===== config.mk =====
export PLATFORM = sky130hd
export DESIGN_NAME = risc16ba_bus_ctrl
export DESIGN_NICKNAME = d
export VERILOG_FILES = /design/src/rtl/risc16ba_bus_ctrl.sv
export SDC_FILE = /design/constraint.sdc
export NUM_CORES = 1
export LEC_CHECK = 0
export CORE_MARGIN = 2
export CORE_UTILIZATION = 36
export CTS_BUF_LIST = sky130_fd_sc_hd__clkbuf_8
export CTS_CLUSTER_SIZE = 8
export DETAILED_ROUTE_END_ITERATION = 6
export PLACE_DENSITY = 0.78
export SYNTH_ARGS = -nofsm -noshare
export SYNTH_HDL_FRONTEND = slang
export SYNTH_SLANG_ARGS = --single-unit

===== constraint.sdc =====
create_clock -name clk -period 2.5 [get_ports clk]
set_clock_uncertainty 0.15 [all_clocks]
set_input_delay 0.625 -clock clk [delete_from_list [all_inputs] [get_ports clk]]
set_output_delay 0.625 -clock clk [all_outputs]
set_load 0.02 [all_outputs]

===== src/rtl/risc16ba_bus_ctrl.sv =====
// rtl/risc16ba_bus_ctrl.sv - risc16ba data-side bus controller: RAM/LED decode plus idle-slot host burst engine
module risc16ba_bus_ctrl #(
  parameter logic [15:0] LED_ADDR_LO = 16'h0200,
  parameter logic [15:0] LED_ADDR_HI = 16'h0202,
  parameter int          LEN_W       = 8
) (
  input  logic             clk,
  input  logic             rst,
  input  logic [15:0]      daddr,
  input  logic [15:0]      ddout,
  output logic [15:0]      ddin,
  input  logic             doe,
  input  logic             dwe0,
  input  logic             dwe1,
  output logic [15:0]      ram_addr,
  output logic [15:0]      ram_wdata,
  output logic [1:0]       ram_we,
  input  logic [15:0]      ram_rdata,
  output logic [23:0]      led,
  input  logic             hst_start,
  input  logic             hst_write,
  input  logic [15:0]      hst_addr,
  input  logic [LEN_W-1:0] hst_len,
  input  logic [15:0]      hst_wdata,
  output logic             hst_wready,
  output logic [15:0]      hst_rdata,
  output logic             hst_rvalid,
  output logic             hst_busy,
  output logic             hst_done
);

  typedef enum logic {ST_IDLE, ST_BURST} state_t;

  state_t           r_state;
  state_t           w_state_nxt;
  logic [15:0]      r_addr;
  logic [LEN_W-1:0] r_count;
  logic             r_write;
  logic [23:0]      r_led;
  logic [15:0]      r_hst_rdata;
  logic             r_hst_rvalid;
  logic             r_hst_done;

  logic w_cpu;
  logic w_slot;
  logic w_last;
  logic w_start_ok;
  logic w_start_nil;
  logic w_led_lo;
  logic w_led_hi;
  logic w_unused_bits;

  // LED registers decode on the word address so odd-byte accesses at +1 still hit
  assign w_led_lo      = (daddr[15:1] == LED_ADDR_LO[15:1]);
  assign w_led_hi      = (daddr[15:1] == LED_ADDR_HI[15:1]);
  assign w_unused_bits = daddr[0] ^ hst_addr[0];

  assign w_cpu       = doe | dwe0 | dwe1;
  assign w_slot      = (r_state == ST_BURST) && !w_cpu;
  assign w_last      = (r_count == LEN_W'(1));
  assign w_start_ok  = (r_state == ST_IDLE) && hst_start && (hst_len != '0);
  assign w_start_nil = (r_state == ST_IDLE) && hst_start && (hst_len == '0);

  always_comb begin
    ram_addr   = 16'h0000;
    ram_wdata  = 16'h0000;
    ram_we     = 2'b00;
    hst_wready = 1'b0;
    if (w_cpu) begin
      ram_addr  = daddr & 16'hFFFE;
      ram_wdata = ddout;
      ram_we    = {dwe0 & ~w_led_lo, dwe1 & ~(w_led_lo | w_led_hi)};
    end else if (w_slot) begin
      ram_addr = r_addr;
      if (r_write) begin
        ram_wdata  = hst_wdata;
        ram_we     = 2'b11;
        hst_wready = 1'b1;
      end
    end
  end

  assign ddin       = doe ? ram_rdata : 16'h0000;
  assign led        = r_led;
  assign hst_rdata  = r_hst_rdata;
  assign hst_rvalid = r_hst_rvalid;
  assign hst_done   = r_hst_done;
  assign hst_busy   = (r_state == ST_BURST);

  always_ff @(posedge clk or negedge rst) begin
    if (!rst) r_state <= ST_IDLE;
    else      r_state <= w_state_nxt;
  end

  always_comb begin
    w_state_nxt = r_state;
    case (r_state)
      ST_IDLE:  if (w_start_ok)       w_state_nxt = ST_BURST;
      ST_BURST: if (w_slot && w_last) w_state_nxt = ST_IDLE;
      default:                        w_state_nxt = ST_IDLE;
    endcase
  end

  always_ff @(posedge clk or negedge rst) begin
    if (!rst) begin
      r_addr       <= 16'h0000;
      r_count      <= '0;
      r_write      <= 1'b0;
      r_led        <= 24'h000000;
      r_hst_rdata  <= 16'h0000;
      r_hst_rvalid <= 1'b0;
      r_hst_done   <= 1'b0;
    end else begin
      if (w_start_ok) begin
        r_addr  <= {hst_addr[15:1], 1'b0};
        r_count <= hst_len;
        r_write <= hst_write;
      end else if (w_slot) begin
        r_addr  <= r_addr + 16'd2;
        r_count <= r_count - LEN_W'(1);
      end
      if (dwe1 && w_led_lo) r_led[7:0]   <= ddout[7:0];
      if (dwe0 && w_led_lo) r_led[15:8]  <= ddout[15:8];
      if (dwe1 && w_led_hi) r_led[23:16] <= ddout[7:0];
      r_hst_rvalid <= w_slot && !r_write;
      if (w_slot && !r_write) r_hst_rdata <= ram_rdata;
      r_hst_done <= (w_slot && w_last) || w_start_nil;
    end
  end

endmodule


==> impl_metrics.yaml, run 1 <==
run_status:
  status: "finished with violations"
  violations: "negative setup slack"
clock_tree:
  cts-buffers-inserted: 9
  hold_buffers: 0
  clockBufferDepth: 2
  clk-insertion-delay-late_ps: 330
  root_buffer: "clkbuf_8"
  cts_tree: "yes"
  path_clk_slew_ps: 80
  clock_sinks: 67
  htreeDepth: 3
cells_and_area:
  final_cell_mix: "117 x clkdlybuf4s50_1, 67 x dfrtp_1, 44 x buf_4"
  syn_to_final_growth_pct: 84.1
  fin_util_pct: 68.7
  layout_commonest_cell: "clkdlybuf4s50_1"
  drive_above_1_share_pct: 32.4
  diodes: 0
  layout.nets: 652
synth:
  synth_edf_count: 0
  ys.flop_type: "dfrtp_1"
  synth_cells: 323
  syn-num-nets: 421
  synthArstFlopShare_pct: 100
  yosys.area.top_type_share_pct: 48.4
  synthTopCellsByArea: "dfrtp_1 48%, mux2_2 13%, a22o_1 6.8%"
  yosys.area.top_type: "dfrtp_1"
  ys_types: 47
  yosysSeqAreaShare_pct: 48.4
  ys_ff_latch: 67
  syn_avg_cell_area_um2: 10.7
  netlist_area_mm2: 0.00346
  yosys_warnings: 0
die:
  die_w_um: 102
  rows: 35
  fp.coreArea_mm2: 0.00928
  die_h_um: 102
  boundaryPins: 189
  initial_core_util_pct: 37.3
  die-area_mm2: 0.0104
global_routing:
  grt_usage_pct: 22.1
  use_met1_pct: 25.8
  grt.overflow.total: 0
  grt_antenna_before_repair: 0
  use_met3_pct: 4.79
  grt-busiest-layer: "met2"
  grt_first_pass_wirelength_mm: 18.0
  grt_pass1_vias: 3681
  use_met2_pct: 40.3
  grt_max_degree: 39
setup_path:
  path_max_fanout: 2
  cp.depth: 6
  crit_required_ps: 1730
  critPathBufInv: 3
  startpoint: "daddr[10]"
  r2r_cells: 6
  critPathMaxStageDelay_ps: 300
  r2r-start: "hst_busy"
  crit_type: "input pin to output port"
  critPathLaunchType: "input pin"
  cp_top_family: "buffers and inverters"
  r2r_slack_ps: 140
  endpoint_kind: "output port"
  reg2reg_to: "r_addr[14]"
  crit_end: "ram_we[0]"
  slowest_stage: "nor4b_4"
  crit_chain: "clkdlybuf4s15_2, nor4b_4, nand4_1, buf_4, a21o_1, buf_6"
  cp.arrival_ps: 1820
power:
  p_clk_share_pct: 22.2
  netSwitchingFraction_pct: 34.7
  ir_drop_mv: 0.364
  cellPowerDensity_mw_per_mm2: 717
  leakagePower_nw: 2.86
  internal_power_mw: 2.98
  pwr-share-seq_pct: 37.2
  comb_power_share_pct: 40.6
  p_sw_mw: 1.59
detailed_routing:
  wl_per_cell_um: 16.8
  vias: 3572
  wirelength_mm: 11.6
  drt_pass1_iterations: 4
  vias_per_cell: 5.19
  drt-initial-drc-count: 136
  ant_nets: 0
  route.detailed.drc: 0
sta:
  setup_violations: 28
  setup_ws_ps: -93.8
  slew_headroom_pct: 51.3
  fin_crit_sh_pct: 104
  finalHoldViolations: 0
  post-route-min-period_ps: 2590
  slew_violations: 0
  rsz0062_at_grt: "yes"
  max_freq_mhz: 386
  tightest_slew_ps: 731
place:
  gp_congestion: 0.918
  pre_cts_ws_ps: -930
  dp_hpwl_mm: 8.82
  port_buffers: 185
flow_run:
  cap_violations: 0
min_path:
  min_path_type: "input pin to async pin"
[cells in the mapped netlist (6+ instances only)]
cell,instances
nor2_1,11
nor4_1,7
a22o_1,27
inv_1,6
nand3_1,11
nor3_1,7
o21ai_0,17
clkbuf_1,17
nand2_1,26
a21oi_1,7
mux2_2,40
dfrtp_1,67
and2_1,17
[flip-flops by register name, indices dropped and copies added (netlist names)]
name / flops
hst_rvalid: 1
hst_rdata: 16
hst_done: 1
led: 24
r_count: 8
hst_busy: 1
r_write: 1
r_addr: 15
[cell type report]
cell class	count	area, um^2
Timing Repair Buffer	240	2420
Multi-Input combinational cell	230	1870
Fill cell	724	2910
Clock buffer	10	138
Tap cell	129	161
Inverter	6	22.5
Sequential cell	67	1680
Clock inverter	6	88.8
[power by group through the flow]
stage               Clock, mW  Combinational, mW  Sequential [mW]
finish                   1.02               1.85             1.70
global route             1.08               2.00             1.74
CTS                      1.03               1.86             1.69
detailed placement          0               1.80             1.71
global placement            0               1.75             1.69
floorplan                   0              0.809             1.82
[logic make-up (layout without fill, tap and decap cells)]
kind of cell | Yosys count | in the layout | synth area share [%]
buffers and inverters | 26 | 262 | 3.00
and+or+nand+nor | 101 | 101 | 15.9
muxes | 41 | 41 | 13.3
xor gates and xnor gates | 6 | 6 | 1.52
other | 1 | 1 | 0.108
AOI/OAI and AO/OA | 78 | 78 | 16.7
adders and majority gates | 3 | 3 | 1.08
DFF | 67 | 67 | 48.4
[how the worst min path moves through the flow]
stage                       from           end  slack, ps  cells past startpoint
floorplan                    rst      hst_busy        180                      0
global placement    hst_rdata[8]  hst_rdata[8]        340                      1
detailed placement       led[20]       led[20]        350                      1
CTS                          rst     r_addr[6]        220                      1
global route                 rst  hst_rdata[6]        240                      1
finish                       rst     r_addr[6]        190                      1
[per-stage QoR]
step	total power, mW	instance area [um^2]	hold slack [ps]	setup TNS, ps	std cells
2_1_floorplan	2.63	3630	179	-518	323
3_5_place_dp	3.51	5930	345	-59490	665
4_1_cts	4.58	6350	216	-838	688
5_1_grt	4.83	6380	238	-1380	688
3_3_place_gp	3.44	5930	339	-57710	665
6_report	4.57	6380	194	-728	688
[routing by layer]
metal	part of all wire [%]	up-vias
met5	0	-
met4	1.3	0
met3	6.9	16
met2	54	149
met1	38	1737
li1	-	1670
[worst register-to-register path: stages, from the launching register on]
cell and delay [ps]:
dfrtp_1 380, or4b_4 510, buf_6 150, buf_6 150, or4_4 460, or3_1 320, a31oi_1 160
[what timing repair did]
| action | 4_1_cts | 5_1_grt |
|---|---|---|
| gates resized for setup | 284 | 9 |
| setup buffers | 4 | 0 |
| endpoints found under the setup margin | 87 | 32 |
| pin swaps | 40 | 3 |
| gates cloned | 3 | 0 |
| hold endpoints to repair | 0 | 0 |
(Power assumes the default switching activity.)
==> run 2, diff against run 1 <==
--- a/config.mk
+++ b/config.mk
@@ -5,12 +5,15 @@
 export SDC_FILE = /design/constraint.sdc
 export NUM_CORES = 1
 export LEC_CHECK = 0
+export CELL_PAD_IN_SITES_DETAIL_PLACEMENT = 0
+export CELL_PAD_IN_SITES_GLOBAL_PLACEMENT = 2
 export CORE_MARGIN = 2
-export CORE_UTILIZATION = 36
+export CORE_UTILIZATION = 21
 export CTS_BUF_LIST = sky130_fd_sc_hd__clkbuf_8
 export CTS_CLUSTER_SIZE = 8
 export DETAILED_ROUTE_END_ITERATION = 6
-export PLACE_DENSITY = 0.78
+export PLACE_DENSITY_LB_ADDON = 0.1
+export SLEW_MARGIN = 5
 export SYNTH_ARGS = -nofsm -noshare
 export SYNTH_HDL_FRONTEND = slang
 export SYNTH_SLANG_ARGS = --single-unit
==> run 2 against run 1 <==
The flow still finishes with violations (negative setup slack). Wire length up 14%. Sequential share of layout area fell by 0.83 points. Design area increased by 3.3%. Critical path depth is 1 lower. Worst hold slack got worse by 81 ps. Via count decreased by 2.9%. Final cell count is 14% higher. Die area rose by 68%. Combinational power about the same. Setup slack improved by 52 ps. First-iteration DRC count is 18% higher. Clock power increased by 30%. Critical path type unchanged. Largest power group unchanged.
==> impl_metrics.yaml, run 2 (synthesis gave the netlist of run 1 again) <==
detailed_routing:
  wl_per_cell_um: 16.9
  vias_per_cell: 4.44
  vias: 3468
  route.detailed.drc: 0
  drt-initial-drc-count: 160
  wirelength_mm: 13.2
  ant_nets: 0
  drt_pass1_iterations: 6
setup_path:
  crit_required_ps: 1730
  critPathLaunchType: "input pin"
  endpoint_kind: "output port"
  crit_type: "input pin to output port"
  cp.arrival_ps: 1770
  path_max_fanout: 8
clock_tree:
  cts-buffers-inserted: 9
  path_clk_slew_ps: 80
  clockBufferDepth: 2
  cts_tree: "yes"
  clk-insertion-delay-late_ps: 360
  htreeDepth: 3
  root_buffer: "clkbuf_8"
  clock_sinks: 67
  hold_buffers: 0
power:
  power_mw: 4.93
  ir_drop_mv: 0.359
  cellPowerDensity_mw_per_mm2: 748
  leakagePower_nw: 2.92
die:
  boundaryPins: 189
  die_w_um: 132
  die-area_mm2: 0.0175
  die_h_um: 132
  initial_core_util_pct: 21.6
  rows: 46
  fp.coreArea_mm2: 0.0160
global_routing:
  grt_first_pass_wirelength_mm: 21.0
  grt_usage_pct: 15.4
  grt_antenna_before_repair: 0
  grt_pass1_vias: 3548
  grt_max_degree: 68
  grt.overflow.total: 0
cells_and_area:
  final_cell_mix: "117 x clkdlybuf4s50_1, 67 x dfrtp_1, 48 x buf_4"
  largest_reg_flops: 24
  drive_above_1_share_pct: 34.5
  fin_util_pct: 41.2
  diodes: 0
  ff_latch_area_mm2: 0.00168
  fillers: 1608
  layout_commonest_cell: "clkdlybuf4s50_1"
  multi_input_area_mm2: 0.00188
  syn_to_final_growth_pct: 90.1
  layout.nets: 658
run_status:
  violations: "negative setup slack"
  status: "finished with violations"
sta:
  setup_ws_ps: -41.9
  finalHoldViolations: 0
  fin_tns_setup_ps: -506
  fin_crit_sh_pct: 102
  post-route-min-period_ps: 2540
  setup_violations: 30
  max_freq_mhz: 393
  rsz0062_at_grt: "yes"
  slew_violations: 0
flow_run:
  cap_violations: 0
min_path:
  min_path_type: "input pin to async pin"
place:
  pre_cts_ws_ps: -927
  port_buffers: 185
  gp_congestion: 0.763
  dp_hpwl_mm: 9.82
[run 2: cell type report]
type | count | share of cell area [%]
inverters | 6 | 0.342
repair buffers | 246 | 37.2
multi-input cells | 230 | 28.5
clock buffers | 9 | 1.88
well taps | 216 | 4.10
clock inverters | 7 | 2.49
flip-flops and latches | 67 | 25.5
[run 2: worst max-delay path, stage by stage]
cell	delay, ps
buf_8	100
or3_4	480
buf_12	180
a22o_4	240
buf_6	130
[run 2: where the power goes]
group          switching (mW)  leakage, nW  internal (mW)  total, mW
registers               0.312        0.849           1.40       1.71
clock network           0.465        0.143          0.864       1.33
logic                   0.872         1.93           1.01       1.88
total                    1.65         2.92           3.28       4.93
[run 2: worst paths after layout]
path                       startpoint  slack, ps  cells after the start            to
max                               doe        -40                      5  ram_wdata[9]
min                               rst        110                      2        led[8]
max reg2reg                  hst_busy        180                      6    r_addr[14]
min reg2reg                   led[14]        360                      1       led[14]
max in group asynchronous         rst       1750                      2    r_addr[14]
min in group clk              led[14]        360                      1       led[14]
[run 2: layer usage]
layer / global-route usage (%) / vias to the layer above / share of wire [%]
li1: - / 1676 / -
met1: 20.2 / 1670 / 45
met2: 24.9 / 108 / 48
met3: 3.45 / 14 / 5.4
met4: 5.26 / 0 / 1.5
met5: 0 / - / 0
[run 2: through the flow]
stage                     cell area (um^2)  hold WS [ps]  instances
after floorplan                       3630           179        323
after global placement                6100           338        758
after detailed placement              6100           345        758
after CTS                             6550           138        781
after global routing                  6590           150        781
final                                 6590           114        781
[run 2: repair_timing]
action | in CTS | in global routing
resized for setup | 275 | 28
hold endpoints to repair | 0 | 0
endpoints found under the setup margin | 74 | 34
buffers inserted | 4 | 0
gates cloned | 3 | 0
pin swaps | 32 | 14
